<file path="src/rtl/wshb_arbiter.sv">
// Two-master, one-slave Wishbone arbiter for the shared SDRAM bus.
// Round-robin grant of whole cyc transactions, per-access ack watchdog and saturating abort counter.
module wshb_arbiter #(
    parameter int ADDR_W   = 32,
    parameter int DATA_W   = 16,
    parameter int TIMEOUT  = 1024,
    parameter int ERRCNT_W = 8
) (
    input  logic                  CLK,
    input  logic                  NRST,
    input  logic                  m0_cyc,
    input  logic                  m0_stb,
    input  logic                  m0_we,
    input  logic [ADDR_W-1:0]     m0_adr,
    input  logic [DATA_W/8-1:0]   m0_sel,
    input  logic [DATA_W-1:0]     m0_dat_w,
    output logic [DATA_W-1:0]     m0_dat_r,
    output logic                  m0_ack,
    output logic                  m0_err,
    input  logic                  m1_cyc,
    input  logic                  m1_stb,
    input  logic                  m1_we,
    input  logic [ADDR_W-1:0]     m1_adr,
    input  logic [DATA_W/8-1:0]   m1_sel,
    input  logic [DATA_W-1:0]     m1_dat_w,
    output logic [DATA_W-1:0]     m1_dat_r,
    output logic                  m1_ack,
    output logic                  m1_err,
    output logic                  s_cyc,
    output logic                  s_stb,
    output logic                  s_we,
    output logic [ADDR_W-1:0]     s_adr,
    output logic [DATA_W/8-1:0]   s_sel,
    output logic [DATA_W-1:0]     s_dat_w,
    input  logic [DATA_W-1:0]     s_dat_r,
    input  logic                  s_ack,
    input  logic                  s_err,
    output logic [1:0]            grant,
    output logic [ERRCNT_W-1:0]   abort_cnt
);
    localparam int WD_W = $clog2(TIMEOUT);
    localparam logic [WD_W-1:0] WD_LAST = WD_W'(TIMEOUT - 1);

    typedef enum logic [1:0] {IDLE, OWN0, OWN1, FLUSH} state_t;

    state_t                state_q, state_d;
    logic                  last_owner_q, last_owner_d;
    logic [WD_W-1:0]       wd_q, wd_d;
    logic [ERRCNT_W-1:0]   abort_cnt_q, abort_cnt_d;
    logic                  abort_err_q, abort_err_d;

    logic cur;
    logic owner_cyc;
    logic other_cyc;
    logic stall;

    function automatic logic [ERRCNT_W-1:0] sat_inc(input logic [ERRCNT_W-1:0] v);
        return (&v) ? v : v + 1'b1;
    endfunction

    function automatic state_t own_state(input logic m);
        return m ? OWN1 : OWN0;
    endfunction

    // In FLUSH the aborted master is remembered in last_owner_q.
    assign cur       = (state_q == FLUSH) ? last_owner_q : (state_q == OWN1);
    assign owner_cyc = cur ? m1_cyc : m0_cyc;
    assign other_cyc = cur ? m0_cyc : m1_cyc;
    assign stall     = s_stb & ~s_ack & ~s_err;

    always_comb begin
        state_d      = state_q;
        last_owner_d = last_owner_q;
        wd_d         = '0;
        abort_cnt_d  = abort_cnt_q;
        abort_err_d  = 1'b0;
        case (state_q)
            IDLE: begin
                if (m0_cyc && m1_cyc) state_d = own_state(~last_owner_q);
                else if (m0_cyc)      state_d = OWN0;
                else if (m1_cyc)      state_d = OWN1;
            end
            OWN0, OWN1: begin
                if (!owner_cyc) begin
                    last_owner_d = cur;
                    state_d      = other_cyc ? own_state(~cur) : IDLE;
                end else if (stall) begin
                    if (wd_q == WD_LAST) begin
                        state_d      = FLUSH;
                        last_owner_d = cur;
                        abort_err_d  = 1'b1;
                        abort_cnt_d  = sat_inc(abort_cnt_q);
                    end else begin
                        wd_d = wd_q + 1'b1;
                    end
                end
            end
            FLUSH: begin
                if (!owner_cyc) state_d = other_cyc ? own_state(~cur) : IDLE;
            end
            default: state_d = IDLE;
        endcase
    end

    always_ff @(posedge CLK or negedge NRST) begin
        if (!NRST) begin
            state_q      <= IDLE;
            last_owner_q <= 1'b1;
            wd_q         <= '0;
            abort_cnt_q  <= '0;
            abort_err_q  <= 1'b0;
        end else begin
            state_q      <= state_d;
            last_owner_q <= last_owner_d;
            wd_q         <= wd_d;
            abort_cnt_q  <= abort_cnt_d;
            abort_err_q  <= abort_err_d;
        end
    end

    // Bus mux driven purely from the registered owner; slave ack is dropped outside OWNx.
    always_comb begin
        s_cyc    = 1'b0;
        s_stb    = 1'b0;
        s_we     = 1'b0;
        s_adr    = '0;
        s_sel    = '0;
        s_dat_w  = '0;
        m0_ack   = 1'b0;
        m0_err   = 1'b0;
        m0_dat_r = '0;
        m1_ack   = 1'b0;
        m1_err   = 1'b0;
        m1_dat_r = '0;
        grant    = 2'b00;
        case (state_q)
            OWN0: begin
                grant    = 2'b01;
                s_cyc    = m0_cyc;
                s_stb    = m0_stb;
                s_we     = m0_we;
                s_adr    = m0_adr;
                s_sel    = m0_sel;
                s_dat_w  = m0_dat_w;
                m0_ack   = s_ack;
                m0_err   = s_err;
                m0_dat_r = s_dat_r;
            end
            OWN1: begin
                grant    = 2'b10;
                s_cyc    = m1_cyc;
                s_stb    = m1_stb;
                s_we     = m1_we;
                s_adr    = m1_adr;
                s_sel    = m1_sel;
                s_dat_w  = m1_dat_w;
                m1_ack   = s_ack;
                m1_err   = s_err;
                m1_dat_r = s_dat_r;
            end
            FLUSH: begin
                m0_err = abort_err_q & ~last_owner_q;
                m1_err = abort_err_q &  last_owner_q;
            end
            default: ;
        endcase
    end

    assign abort_cnt = abort_cnt_q;

endmodule

</file>
<file path="config.mk">
export PLATFORM = sky130hd
export DESIGN_NAME = wshb_arbiter
export DESIGN_NICKNAME = d
export VERILOG_FILES = /design/src/rtl/wshb_arbiter.sv
export SDC_FILE = /design/constraint.sdc
export NUM_CORES = 1
export LEC_CHECK = 0
export BUFFER_PORTS_ARGS = -buffer_cell sky130_fd_sc_hd__buf_2
export CAP_MARGIN = 10
export CORE_MARGIN = 4
export CORE_UTILIZATION = 37
export DETAILED_ROUTE_END_ITERATION = 7
export GPL_TIMING_DRIVEN = 0
export MAX_ROUTING_LAYER = met4
export PLACE_DENSITY = 0.78
export REMOVE_ABC_BUFFERS = 1
export SLEW_MARGIN = 10
export SYNTH_ARGS = -nofsm -noshare
export SYNTH_HDL_FRONTEND = slang
export SYNTH_SLANG_ARGS = --single-unit
</file>
<file path="constraint.sdc">
create_clock -name CLK -period 2.8 [get_ports CLK]
set_input_delay 0.84 -clock CLK [delete_from_list [all_inputs] [get_ports CLK]]
set_output_delay 0.84 -clock CLK [all_outputs]
set_load 0.1 [all_outputs]
</file>
==> results.py, run 1 <==
metrics = {
    "die": {
        "pin_count": 225,
        "die_w_um": 86.7,
        "die-area_mm2": 0.00751,
        "die_h_um": 86.7,
        "core_area_mm2": 0.00596,
        "num_rows": 28,
        "initial_core_util_pct": 38.5,
    },
    "min_path": {
        "hold_path_depth": 1,
        "hold_class": "flop to flop",
        "min_from": "wd_q[0]",
    },
    "yosys": {
        "synthTopCellsByCount": "55 x nor2b_1, 52 x a22oi_1, 34 x and2_1, 21 x dfrtp_1, 20 x clkbuf_1",
        "postSynthCellCount": 286,
        "synth_warnings": 0,
        "yosys_most_used_dff": "dfrtp_1",
        "async_reset_ff_share_pct": 100,
        "avgSynthCellArea_um2": 8.01,
        "syn-cell-area_mm2": 0.00229,
        "synth_cell_type_count": 36,
        "synth_edf_count": 0,
        "seq_area_frac_synth_pct": 24.1,
        "synth.most_common_cell": "nor2b_1",
        "yosys-top-cells-area": "dfrtp_1 23%, a22oi_1 17%, nor2b_1 15%, and2_1 9.3%, ha_1 4.9%",
        "synth-seq-cells": 22,
        "synth_top_area_share_pct": 22.9,
        "synth.largest_area_cell": "dfrtp_1",
    },
    "global_routing": {
        "overflow": 0,
        "antenna_found_initial": 2,
        "grt_first_pass_wirelength_um": 13900,
        "grt_use_total_pct": 23.9,
        "grt_max_degree": 44,
        "grt_pass1_vias": 2803,
    },
    "worst_setup_path": {
        "worst_setup_path_start_kind": "flop",
        "worstSetupPathType": "flop to primary output",
        "reg2reg_depth": 7,
        "startpoint": "state_q[0]",
        "r2r_start": "state_q[0]",
        "crit_arrival_ps": 1920,
        "cp-end-kind": "primary output",
        "cp.required_ps": 1960,
        "critPathMaxFanout": 15,
    },
    "detailed_routing": {
        "ant_nets": 0,
        "drtIter0Drc": 122,
        "firstDrtPassIters": 4,
        "viasPerCell": 5.18,
        "drc": 0,
        "vias": 2988,
        "wirelength_um": 9780,
        "wire_per_inst_um": 16.9,
    },
    "sta": {
        "fmax_mhz": 363,
        "clock-skew-final_ps": 1.80,
        "setup_violations": 0,
        "fin_crit_ps": 2760,
        "timing.final.crit_share_pct": 98.5,
        "relSlewSlack_pct": 64.8,
        "slew_violations": 0,
        "tightest_slew_ps": 523,
        "holdWs_ps": 497,
        "finalHoldViolCount": 0,
    },
    "clocking": {
        "ctsHoldBuffers": 0,
        "cts.sinks": 22,
        "numCtsBuffers": 3,
        "ctsLongestPathBuffers": 2,
        "cts_tree": "done",
        "clk_pin_slew_ps": 70,
        "root_buffer": "clkbuf_8",
        "cts.htree.levels": 1,
        "clk_latency_ps": 260,
    },
    "place": {
        "dp_cells": 563,
        "io_buffers": 224,
        "dp_hpwl_um": 7450,
        "place_congestion": 0.895,
    },
    "cells_and_area": {
        "fillerInstances": 473,
        "drive_above_1_share_pct": 51.8,
        "multi_input_area_mm2": 0.00167,
        "stdcell_count": 577,
        "area_growth_pct": 68.4,
        "final-seq-area_um2": 554,
        "fin_nets": 636,
    },
    "outcome": {
        "status": "finished clean",
    },
    "job": {
        "drv_cap": 0,
    },
}
-- worst max-delay path, cell delays in order (launching register included) --
cell and delay (ps):
dfrtp_2 420, clkinvlp_4 180, ha_4 340, buf_4 210, nor2b_1 180, buf_4 310
-- state kept, by name, summed over array words and instances (netlist names) --
signal	flops
state_q	2
wd_q	10
abort_err_q	1
abort_cnt	8
last_owner_q	1
-- routing by layer --
layer | track usage, % | up-vias | wire, um
met5 | - | - | 0
li1 | - | 1435 | -
met1 | 26.6 | 1396 | 3620
met2 | 42.9 | 130 | 5070
met4 | 6.52 | 0 | 318
met3 | 5.32 | 27 | 768
-- what timing repair did --
action                                  in CTS  in global routing
endpoints found under the setup margin     109                 87
pin swaps                                    3                  1
buffers inserted                             5                  3
gates resized for setup                     59                 17
-- final timing paths --
kind	slack [ps]	endpoint
hold reg to reg	500	wd_q[0]
max in group asynchronous	1910	state_q[1]
setup / recovery	40	s_dat_w[2]
setup reg to reg	130	abort_cnt[6]
hold / removal	500	wd_q[0]
min in group asynchronous	530	wd_q[7]
-- cells in the final DEF, fill, tap and decap left out, types with 2 or more instances in the layout --
cell type,count
buf_2,167
a22oi_1,52
mux2i_1,2
a21oi_1,3
xor2_1,10
nand2_1,8
ha_4,3
and4_1,2
ha_1,5
nand2b_1,3
nand3_1,10
nor2b_1,54
clkbuf_8,3
buf_6,9
clkbuf_4,10
nor4_1,2
diode_2,2
nor2_1,16
xnor2_1,4
buf_4,42
nor3_2,2
buf_12,5
inv_1,3
o21ai_0,3
dfrtp_2,2
and2_1,34
dfrtp_1,19
nand4_1,3
mux2_2,5
-- per-stage QoR --
step / area, um2 / worst slack [ps] / setup TNS, ps / util (%)
after floorplan: 2200 / -1910 / -130500 / -
after global placement: 3410 / -1280 / -95040 / 57.3
after detailed placement: 3460 / -606 / -33120 / 58.0
after CTS: 3770 / 1.15 / 0 / 63.3
after global routing: 3860 / -16.6 / -181 / 64.8
final: 3860 / 42.4 / 0 / 64.8
-- logic make-up (layout without fill, tap and decap cells) --
kind of cell,Yosys count,count (layout),synth area share (%)
AO/OA/AOI/OAI,63,63,20.4
multiplexers,7,7,3.33
flip-flops,22,22,24.1
buffers and inverters,29,243,4.91
adder cells (fa/ha/maj),9,9,4.92
other,0,2,0
XOR/XNOR,14,14,5.35
AND/OR/NAND/NOR,142,142,37.0
-- layout make-up --
type / count / area share (%)
clock buffer: 3 / 1.07
sequential: 22 / 14.4
timing repair buffer: 234 / 37.4
tap: 75 / 2.43
multi-input combinational: 235 / 43.3
inverter: 5 / 0.584
antenna: 2 / 0.130
clock inverter: 1 / 0.778
Power of run 1 is not shown: default switching activity piles up to over one toggle a cycle in this logic, so the estimate is an artifact.
==> inputs of run 2 (changes only) <==
--- a/config.mk
+++ b/config.mk
@@ -7,12 +7,14 @@
 export LEC_CHECK = 0
 export BUFFER_PORTS_ARGS = -buffer_cell sky130_fd_sc_hd__buf_2
 export CAP_MARGIN = 10
+export CELL_PAD_IN_SITES_DETAIL_PLACEMENT = 0
+export CELL_PAD_IN_SITES_GLOBAL_PLACEMENT = 1
 export CORE_MARGIN = 4
-export CORE_UTILIZATION = 37
+export CORE_UTILIZATION = 24
 export DETAILED_ROUTE_END_ITERATION = 7
 export GPL_TIMING_DRIVEN = 0
 export MAX_ROUTING_LAYER = met4
-export PLACE_DENSITY = 0.78
+export PLACE_DENSITY = 0.79
 export REMOVE_ABC_BUFFERS = 1
 export SLEW_MARGIN = 10
 export SYNTH_ARGS = -nofsm -noshare
==> run 2 against run 1 <==
Net effect: non-clock buffer count rose by 1; global-route usage is 7.0 points lower; sequential cell count unchanged; largest cell class unchanged; clock-buffer cell count is 1 higher; critical path depth up 1; cell count is 9.2% higher; worst hold slack worse by 6.7 ps.
==> results.py, run 2 (synthesis gave the netlist of run 1 again) <==
metrics = {
    "min_path": {
        "hold_class": "flop to flop",
        "min_from": "wd_q[0]",
    },
    "clocking": {
        "ctsLongestPathBuffers": 2,
        "clk_pin_slew_ps": 70,
        "clk_latency_ps": 260,
        "cts.sinks": 22,
        "cts.htree.levels": 1,
        "cts_tree": "done",
        "root_buffer": "clkbuf_8",
        "numCtsBuffers": 3,
    },
    "global_routing": {
        "antenna_found_initial": 0,
        "grt_max_degree": 46,
        "overflow": 0,
        "grt_use_total_pct": 17.0,
        "grt_pass1_vias": 2912,
        "grt_first_pass_wirelength_um": 15300,
    },
    "sta": {
        "finalHoldViolCount": 0,
        "timing.final.crit_share_pct": 96.1,
        "setup_violations": 0,
        "fin_crit_ps": 2690,
        "tightest_slew_ps": 509,
        "clock-skew-final_ps": 4.46,
        "relSlewSlack_pct": 66.3,
        "rsz0062_at_grt": "no",
        "fmax_mhz": 372,
        "slew_violations": 0,
    },
    "worst_setup_path": {
        "crit_arrival_ps": 1850,
        "startpoint": "state_q[1]",
        "endpoint": "s_stb",
        "worst_setup_path_start_kind": "flop",
        "r2r_start": "state_q[1]",
        "worstSetupPathType": "flop to primary output",
        "r2r_slack_ps": 120,
        "r2r_end": "abort_cnt[6]",
        "cp.required_ps": 1960,
        "critPathMaxFanout": 12,
        "cp-end-kind": "primary output",
        "reg2reg_depth": 8,
    },
    "die": {
        "die-area_mm2": 0.0112,
        "core_area_mm2": 0.00928,
        "initial_core_util_pct": 24.7,
        "pin_count": 225,
        "die_w_um": 106,
        "num_rows": 35,
        "die_h_um": 106,
    },
    "outcome": {
        "status": "finished clean",
    },
    "cells_and_area": {
        "layout_common_cells": "170 x buf_2, 54 x nor2b_1, 52 x a22oi_1",
        "area_growth_pct": 76.6,
        "largest_reg_flops": 10,
        "final_common_cell": "buf_2",
        "final_cell_area_mm2": 0.00405,
        "top_register": "wd_q",
        "fin_nets": 637,
        "diodes": 0,
        "drive_above_1_share_pct": 51.9,
    },
    "place": {
        "io_buffers": 224,
        "dpl_cell_area_mm2": 0.00353,
        "place_congestion": 0.841,
        "dp_hpwl_um": 7450,
    },
    "detailed_routing": {
        "firstDrtPassIters": 5,
        "drc": 0,
        "routed.top_layer": "met4",
        "wire_per_inst_um": 16.2,
        "routed-wl-met3_um": 578,
        "vias": 2950,
        "wirelength_um": 10200,
        "drtIter0Drc": 321,
        "wl_met2_um": 5450,
        "met1Wirelength_um": 3960,
        "viasPerCell": 4.68,
        "ant_nets": 0,
    },
    "job": {
        "drv_cap": 0,
    },
}
## run 2: changes by cell type in the layout (fill, tap and decap cells not counted), moves of 2 or more
| cell | before | now |
|---|---|---|
| buf_6 | 9 | 39 |
| buf_2 | 167 | 170 |
| diode_2 | 2 | 0 |
| buf_12 | 5 | 3 |
| clkbuf_4 | 10 | 1 |
| buf_4 | 42 | 18 |
## run 2: worst max-delay path: stages, from the launching register on
cell	delay, ps
dfrtp_2	470
inv_2	140
ha_4	210
buf_12	140
a22oi_2	90
nor2b_1	110
buf_2	430
## run 2: worst min-delay path by stage
stage                     endpoint  depth (start not counted)
final                      wd_q[0]                          1
after floorplan            wd_q[0]                          1
after CTS                  wd_q[0]                          1
after detailed placement   wd_q[0]                          1
after global placement     wd_q[0]                          1
after global routing       wd_q[0]                          1
## run 2: metal layers
layer | up-vias | GRT usage, %
met5 | - | -
met4 | 0 | 4.26
met3 | 16 | 2.76
met2 | 111 | 31.5
met1 | 1391 | 18.9
li1 | 1432 | -
## run 2: area by class of cell
type,count,area (um2)
multi-input cells,235,1680
repair buffers,235,1580
flip-flops and latches,22,554
fillers,939,5240
inverters,5,21.3
clock buffers,4,55.1
well taps,129,161
## run 2: what timing repair did
| item | 4_1_cts | 5_1_grt |
|---|---|---|
| resized for setup | 97 | 10 |
| pin swaps | 1 | 0 |
| setup buffers | 6 | 1 |
| endpoints found under the setup margin | 105 | 80 |
| gates cloned | 1 | 1 |
| hold buffers | 0 | 0 |
## run 2: through the flow
step                util, %  hold slack, ps  setup WS (ps)  setup TNS (ps)  std cells
finish                 43.6             490            109               0        630
global route           43.6             512           5.47               0        630
CTS                    43.0             491           3.13               0        628
detailed placement     38.0             480           -296           -6600        617
global placement       37.5             477          -1360         -102370        615
floorplan                 -             455          -1910         -130500        262
Power of run 2 is left out for the same reason.
